[config.mk]
export PLATFORM = sky130hd
export DESIGN_NAME = io_mmio_responder
export DESIGN_NICKNAME = d
export VERILOG_FILES = /design/src/rtl/io_pkg.sv /design/src/rtl/io_debounce.sv /design/src/rtl/io_mmio_responder.sv
export SDC_FILE = /design/constraint.sdc
export NUM_CORES = 1
export LEC_CHECK = 0
export CORE_ASPECT_RATIO = 0.75
export CORE_MARGIN = 3
export CORE_UTILIZATION = 45
export DETAILED_ROUTE_END_ITERATION = 6
export PLACE_DENSITY = 0.82
export SLEW_MARGIN = 20
export SYNTH_ARGS = -nofsm -noshare
export SYNTH_HDL_FRONTEND = slang
export SYNTH_SLANG_ARGS = --single-unit
[constraint.sdc]
create_clock -name clk_i -period 3.22 [get_ports clk_i]
set_clock_uncertainty 0.15 [all_clocks]
set_input_delay 0.644 -clock clk_i [delete_from_list [all_inputs] [get_ports clk_i]]
set_output_delay 0.644 -clock clk_i [all_outputs]
set_load 0.005 [all_outputs]
[src/rtl/io_pkg.sv]
// io_pkg: I/O window tag, register offsets and load-width encodings shared by the I/O responder
package io_pkg;
  localparam logic [5:0] IO_TAG = 6'h3C;
  localparam logic [9:0] IO_SW  = 10'h000;
  localparam logic [9:0] IO_BTN = 10'h004;
  localparam logic [9:0] IO_LED = 10'h010;
  localparam logic [9:0] IO_SEG = 10'h020;
  typedef enum logic [1:0] {BW_LB = 2'b00, BW_LW = 2'b01, BW_LBU = 2'b10} bw_e;
endpackage

[src/rtl/io_debounce.sv]
// io_debounce: stable output follows d only after d holds constant for CYCLES consecutive cycles
module io_debounce #(
  parameter int W = 1,
  parameter int CYCLES = 20000
) (
  input  logic         clk,
  input  logic         rst,
  input  logic [W-1:0] d,
  output logic [W-1:0] q
);
  localparam int CW = $clog2(CYCLES + 1);
  logic [W-1:0] last;
  logic [CW-1:0] cnt;
  always_ff @(posedge clk) begin
    if (rst) begin
      last <= '0;
      cnt <= '0;
      q <= '0;
    end else if (d != last) begin
      last <= d;
      cnt <= '0;
    end else if (cnt != CW'(CYCLES)) cnt <= cnt + CW'(1);
    else q <= last;
  end
endmodule

[src/rtl/io_mmio_responder.sv]
// io_mmio_responder: I/O window responder (SW/BTN/LED/SEG registers, 1-cycle reads); define IO_DEBOUNCE_EN to debounce sw_i/btn_i
module io_mmio_responder
  import io_pkg::*;
#(
  parameter int SW_W = 16,
  parameter int LED_W = 16,
  parameter int DEBOUNCE_CYCLES = 20000
) (
  input  logic             clk_i,
  input  logic             rst_i,
  input  logic             io_read_i,
  input  logic             io_write_i,
  input  logic [9:0]       addr_i,
  input  logic [1:0]       byte_or_word_i,
  input  logic [31:0]      wdata_i,
  input  logic [SW_W-1:0]  sw_i,
  input  logic             btn_i,
  output logic [31:0]      io_rdata_o,
  output logic             io_rvalid_o,
  output logic [LED_W-1:0] led_o,
  output logic [31:0]      seg_value_o
);
  logic [SW_W-1:0] sw_s1, sw_s2, sw_stable;
  logic btn_s1, btn_s2, btn_stable, btn_prev, btn_flag, rd, btn_rise;
  logic [9:0] off;
  logic [31:0] word, shaped;
`ifdef IO_DEBOUNCE_EN
  io_debounce #(.W(SW_W), .CYCLES(DEBOUNCE_CYCLES)) u_sw_db (.clk(clk_i), .rst(rst_i), .d(sw_s2), .q(sw_stable));
  io_debounce #(.W(1), .CYCLES(DEBOUNCE_CYCLES)) u_btn_db (.clk(clk_i), .rst(rst_i), .d(btn_s2), .q(btn_stable));
`else
  assign sw_stable = sw_s2;
  assign btn_stable = btn_s2;
`endif
  assign off = addr_i & 10'h3FC;
  assign rd = io_read_i & ~io_write_i;
  assign btn_rise = btn_stable & ~btn_prev;
  always_comb begin
    word = off == IO_SW ? 32'(sw_stable) : off == IO_BTN ? {31'b0, btn_flag} :
           off == IO_LED ? 32'(led_o) : off == IO_SEG ? seg_value_o : 32'b0;
    shaped = byte_or_word_i == BW_LB ? {{24{word[7]}}, word[7:0]} :
             byte_or_word_i == BW_LBU ? {24'b0, word[7:0]} : word;
  end
  always_ff @(posedge clk_i) begin
    if (rst_i) begin
      sw_s1 <= '0;
      sw_s2 <= '0;
      btn_s1 <= 1'b0;
      btn_s2 <= 1'b0;
      btn_prev <= 1'b0;
      btn_flag <= 1'b0;
      io_rvalid_o <= 1'b0;
      io_rdata_o <= '0;
      led_o <= '0;
      seg_value_o <= '0;
    end else begin
      sw_s1 <= sw_i;
      sw_s2 <= sw_s1;
      btn_s1 <= btn_i;
      btn_s2 <= btn_s1;
      btn_prev <= btn_stable;
      btn_flag <= btn_rise | (btn_flag & ~(rd & (off == IO_BTN)));
      io_rvalid_o <= rd;
      if (rd) io_rdata_o <= shaped;
      if (io_write_i && off == IO_LED) led_o <= wdata_i[LED_W-1:0];
      if (io_write_i && off == IO_SEG) seg_value_o <= wdata_i;
    end
  end
endmodule

-- Yosys cells after proc, flatten, opt, wreduce, memory -nomap -nowiden
Index checks and enable logic that the tools add are counted.
- equality and inequality tests: 4
- reduce and logical (&&, ||, !) cells: 4
- bitwise operators: 8
- multiplexer cells: 6
- operators with widths (operator ; number):
    $mux W32 ; 6
    $logic_not A10 Y1 ; 1
    $eq A8 B1 Y1 const B ; 1
    $eq A8 B3 Y1 const B ; 1
    $eq A8 B4 Y1 const B ; 1
    $and A1 B1 Y1 ; 4
    $not A1 Y1 ; 3
    $eq A2 B2 Y1 const B ; 1
    $logic_and A1 B1 Y1 ; 2
    $logic_not A2 Y1 ; 1
    $or A1 B1 Y1 ; 1
- word-level logic and storage cells: 32
- input port bits: 65
- register bits after elaboration: 117

-- Longest topological paths before layout
- word-level depth: 7
- mapped depth: 8
- depth with buffers taken out: 4

-- Least setup slack after synthesis
OpenSTA, ideal clock, no wires.
- kind: input to register
- start point: input port addr_i[3]
- end point: register io_rdata_o[21]
- library setup time: 0.091 ns
- data arrival time: 1.944 ns
- required time: 2.979 ns
- cell stages on the path: 5
- path buffers: 1
- path slack: 1.035 ns
- cells stage by stage: or4b_4 nor3b_4 buf_6 nand2_1 a311oi_1
- word-level cells in the longest chain between the ends: 7
- elaborated cells on any way between the ends: 10
- classes of those cells: 3 x eq/ne; 6 x mux; 1 x reduce/logical
- RTL lines (element ; line ; RTL):
    from (decl) ; io_mmio_responder.sv:13 ; input logic [9:0] addr_i,
    $eq A8 B4 Y1 ; io_mmio_responder.sv:39 ; off == IO_LED ? 32'(led_o) : off == IO_SEG ? seg_value_o : 32'b0;
    $mux W32 (2 in a row) ; io_mmio_responder.sv:39 ;
    $mux W32 ; io_mmio_responder.sv:38 ; word = off == IO_SW ? 32'(sw_stable) : off == IO_BTN ? {31'b0, btn_flag} :
    $mux W32 * ; io_mmio_responder.sv:38 ;
    $mux W32 ; io_mmio_responder.sv:41 ; byte_or_word_i == BW_LBU ? {24'b0, word[7:0]} : word;
    $mux W32 * ; io_mmio_responder.sv:40 ; shaped = byte_or_word_i == BW_LB ? {{24{word[7]}}, word[7:0]} :
    to (signal assigned) ; io_mmio_responder.sv:63 ; if (rd) io_rdata_o <= shaped;
    to (decl) ; io_mmio_responder.sv:18 ; output logic [31:0] io_rdata_o,
Mark *: on every way between the ends. The rest lies on a longest branch, timed or not.
A chain may end at the register's enable or synchronous reset.

-- Worst setup path in the final report
- start point: input port addr_i[4]
- end point: register io_rdata_o[21]
The elaborated chain is that of the path after synthesis.

==> flow_results.org <==
** Placed design
- Port-buffer cells :: about 140
- Post-placement worst setup slack :: 0.369 ns
- HPWL after detailed placement :: ~8.4 mm
- Routability congestion estimate :: 0.791

** Clock tree
- Max H-tree Level :: 4
- Counting along the longest clock path gives a buffer depth of 2.
- Clock latency on the worst-skew pair :: around 0.40 ns
- CTS saw ~120 sinks.
- Register clock-pin slew on the reported worst setup and hold paths :: 0.06 ns
- After clock tree synthesis, the repair step resized 0 gates.
- Post-CTS Setup Inserts :: 0
- CTS root buf :: sky130_fd_sc_hd__clkbuf_16
- For this design, the CTS-stage hold fixing added 0 buffers.
- TritonCTS created 17 clock buffers.
- TritonCTS built the clock tree.

** GRT
- Antenna violations before repair :: 0
- Maximum number of pins on one net before global-route repair :: 62
- For this run, the total global-route usage over all layers was measured as 0.224.
- The first global-routing pass estimated between 15 and 20 mm of wire.
- The number of global-route vias before repair was approximately 3800.
- Total global routing overflow :: 0

** Logic synthesis
- Share of Yosys cell area claimed by the top area cell type :: 0.539
- The number of nets handed over by synthesis was 560.
- The cell count after synthesis came out at 495.
- The netlist uses 32 different library cells.
- Cell area after synthesis :: ~4300 sq um
- Yosys warnings :: 0
- Of all cell types, the one taking the most synthesized area is sky130_fd_sc_hd__dfxtp_1.
- Syn avg cell area :: 8.78 sq um
- Synthesis inferred 117 register bits.
- For this run, the register share of the synthesized area comes to 0.539.
- In the post-synthesis netlist, the biggest area contributors are sky130_fd_sc_hd__dfxtp_1 (54%), sky130_fd_sc_hd__nand2_1 (9.8%), sky130_fd_sc_hd__nor2b_1 (5.8%).

** Pwr
- The analysis attributes to net switching a power of 826 uW.
- Of the total power, the clock network draws 0.517.
- Sequential cell fraction of total power :: 0.416
- IR analysis of the VDD net gives a maximum drop of 0.000391 V.
- Comb power frac :: 0.067
- The internal power of the cells totals 2780 uW.
- The analysis attributes to cell leakage a power of between 0.002 and 0.0025 uW.
- Of the total power, the share spent switching nets is 0.229.
- Power spread over the standard cell area amounts to ~560 nW/um^2.

** STA
- Dividing the final minimum period by the clock period gives 0.764.
- Slew at the pin closest to its max-slew limit :: 0.688 ns
- Highest achievable clock rate :: 406 MHz
- Max-slew violations :: 0
- The worst pin sits at a relative slew slack of 0.538.
- After routing, the total negative slack on setup checks comes to 0 ns.
- The routed design could run at a clock period as short as 2.46 ns.
- RSZ-0062 raised after global routing :: false
- Worst setup margin :: 0.759 ns
- The count of endpoints failing hold in the final timing report came to 0.
- Setup violations remaining at the end of the flow were counted as 0.

** Worst hold path
- Number of stages on the worst hold path :: 1
- For hold timing, the worst endpoint is sw_s2[3].
- In this run the worst hold path is classified as flop to flop.
- Startpoint of the worst hold path :: sw_s1[3]

** Worst setup path
- The worst setup path is captured at a flop.
- Critical Path Source Type :: input pin
- At the worst endpoint, the required time is about 3.4 ns.
- Arrival @ worst endpoint :: 2.61 ns
- The worst register-to-register path begins at seg_value_o[7].
- For the worst flop-to-flop path, the logic depth is 5.
- For flop-to-flop paths, the worst setup slack is 1.51 ns.
- The most critical setup path has its startpoint at addr_i[4].
- Largest driver fanout on the critical path :: 16
- Type of the worst setup path :: input pin to flop
- End of the worst register-to-register path :: io_rdata_o[21]

** Drt
- Routed wire per std cell :: 15.9 um
- Number of remaining DRC errors :: 0
- The count of nets left with antenna violations once routing finished came out at 0.
- Summed over all layers, the routed wires come to 12.3 mm.
- The detailed router finished its first iteration with ~330 violations.
- DR pass1 iterations :: 5
- Detailed routing inserted a total of 3999 vias.
- After detailed routing, the number of vias per cell comes to 5.17.

** Job
- Max-cap check violation count :: 0

** Finish
- 0 antenna diodes ended up in the layout.
- Fillcell total :: 725
- Relative to the synthesized area, the layout overhead comes to 49.4%.
- Of the cells placed in the final design, the portion with a size suffix greater than 1 is 0.0837.
- Final #Nets :: between 600 and 700

** Die
- During I/O placement, the number of pins put on the boundary was 146.
- The floorplan step defined a die boundary enclosing around 11000 sq um.
- Vertical extent of the die :: ~91 um
- Die outline width :: 120 um
- Core region area :: 9230 sq um
- In this run the core area contains 30 standard-cell rows.
- Effective utilization at floorplan :: 0.471

** Run status
- The run finished with clean final reports.
metrics by stage:
step           cells  hold slack (ns)  instance area, sq um  utilization  power [uW]
2_1_floorplan    495            0.264                  4350            -        1630
3_3_place_gp     741            0.270                  5900        0.639        1760
3_5_place_dp     741            0.272                  5900        0.639        1770
4_1_cts          773            0.286                  6490        0.703        3630
5_1_grt          773            0.298                  6490        0.703        3710
6_report         773            0.286                  6490        0.703        3610
worst max path at each step:
stage | slack (ns) | end
floorplan | 1.03 | io_rdata_o[21]
global placement | 0.43 | io_rdata_o[14]
detailed placement | 0.37 | io_rdata_o[21]
CTS | 0.78 | io_rdata_o[21]
global route | 0.67 | io_rdata_o[19]
finish | 0.76 | io_rdata_o[21]
worst max-delay path: stages:
cell,delay [ns]
sky130_fd_sc_hd__clkdlybuf4s50_1,0.64
sky130_fd_sc_hd__buf_4,0.28
sky130_fd_sc_hd__nor2b_1,0.21
sky130_fd_sc_hd__nor3b_4,0.22
sky130_fd_sc_hd__buf_4,0.24
sky130_fd_sc_hd__nand2_1,0.08
sky130_fd_sc_hd__a311oi_1,0.29
sequential cells by signal, summed over array words and instances (netlist names):
register     cells
io_rdata_o      32
seg_value_o     32
led_o           16
sw_s1           16
sw_s2           16
btn_flag         1
btn_prev         1
btn_s1           1
btn_s2           1
io_rvalid_o      1
routing by layer:
layer | vias up | track usage | part of all wire
li1 | 1962 | - | -
met1 | 1867 | 0.297 | 0.46
met2 | 154 | 0.348 | 0.45
met3 | 16 | 0.0685 | 0.077
met4 | 0 | 0.0744 | 0.014
met5 | - | 0 | 0
Yosys cell counts:
master / n
sky130_fd_sc_hd__a22oi_1: 14
sky130_fd_sc_hd__nand2_1: 114
sky130_fd_sc_hd__inv_1: 15
sky130_fd_sc_hd__nor4b_1: 1
sky130_fd_sc_hd__or3_2: 1
sky130_fd_sc_hd__nor2_1: 34
sky130_fd_sc_hd__a211oi_1: 1
sky130_fd_sc_hd__or3_1: 1
sky130_fd_sc_hd__a211oi_4: 1
sky130_fd_sc_hd__nor3_2: 1
sky130_fd_sc_hd__and4_1: 2
sky130_fd_sc_hd__nand3_1: 1
sky130_fd_sc_hd__mux2i_1: 8
sky130_fd_sc_hd__nor3b_4: 1
sky130_fd_sc_hd__buf_6: 1
sky130_fd_sc_hd__or4b_4: 1
sky130_fd_sc_hd__o2bb2ai_1: 8
sky130_fd_sc_hd__a221oi_1: 1
sky130_fd_sc_hd__nand4_1: 3
sky130_fd_sc_hd__dfxtp_1: 117
sky130_fd_sc_hd__nand2b_1: 1
sky130_fd_sc_hd__o311ai_1: 7
sky130_fd_sc_hd__nor2b_1: 40
sky130_fd_sc_hd__nor3b_1: 2
sky130_fd_sc_hd__buf_2: 9
sky130_fd_sc_hd__o21bai_1: 3
sky130_fd_sc_hd__a31oi_1: 3
sky130_fd_sc_hd__a21oi_1: 49
sky130_fd_sc_hd__clkbuf_1: 30
sky130_fd_sc_hd__o311ai_0: 1
sky130_fd_sc_hd__nor3_1: 3
sky130_fd_sc_hd__a311oi_1: 21
kinds of logic (layout without fill, tap and decap cells):
kind of cell           Yosys count  count (layout)  share of synthesized area
and+or+nand+nor                206             206                      0.218
buffers and inverters           55             205                     0.0518
muxes                            8               8                     0.0184
AOI/OAI and AO/OA              109             109                      0.173
DFF                            117             117                      0.539
cells in the final DEF, fill, tap and decap left out, types with 2 or more instances in the layout:
cell,count
sky130_fd_sc_hd__bufinv_16,2
sky130_fd_sc_hd__o21bai_1,3
sky130_fd_sc_hd__clkinvlp_4,3
sky130_fd_sc_hd__inv_6,5
sky130_fd_sc_hd__a21oi_1,49
sky130_fd_sc_hd__nor3_1,3
sky130_fd_sc_hd__buf_4,15
sky130_fd_sc_hd__nor3b_1,2
sky130_fd_sc_hd__inv_1,15
sky130_fd_sc_hd__o311ai_1,7
sky130_fd_sc_hd__nor2b_1,39
sky130_fd_sc_hd__clkbuf_16,17
sky130_fd_sc_hd__a22oi_1,14
sky130_fd_sc_hd__dfxtp_1,117
sky130_fd_sc_hd__nand2_1,114
sky130_fd_sc_hd__a311oi_1,21
sky130_fd_sc_hd__clkdlybuf4s50_1,142
sky130_fd_sc_hd__clkinv_4,3
sky130_fd_sc_hd__a31oi_1,3
sky130_fd_sc_hd__and4_1,2
sky130_fd_sc_hd__nand4_1,3
sky130_fd_sc_hd__mux2i_1,8
sky130_fd_sc_hd__o2bb2ai_1,8
sky130_fd_sc_hd__nor2_1,34
power by group through the flow:
| stage | logic (uW) | clock network, uW | registers (uW) |
|---|---|---|---|
| 2_1_floorplan | 94.1 | 0 | 1530 |
| 3_3_place_gp | 233 | 0 | 1530 |
| 3_5_place_dp | 238 | 0 | 1530 |
| 4_1_cts | 241 | 1890 | 1500 |
| 5_1_grt | 259 | 1950 | 1510 |
| 6_report | 241 | 1870 | 1500 |
layout make-up:
type	instances	area, sq um	share of cell area
Clock buffer	17	425	0.0655
Sequential cell	117	2340	0.361
Multi-Input combinational cell	323	1790	0.275
Tap cell	128	160	0.0247
Timing Repair Buffer	158	1550	0.239
Clock inverter	15	169	0.0260
Inverter	15	56.3	0.00867
Note: power is estimated with default switching activity, not from simulation.
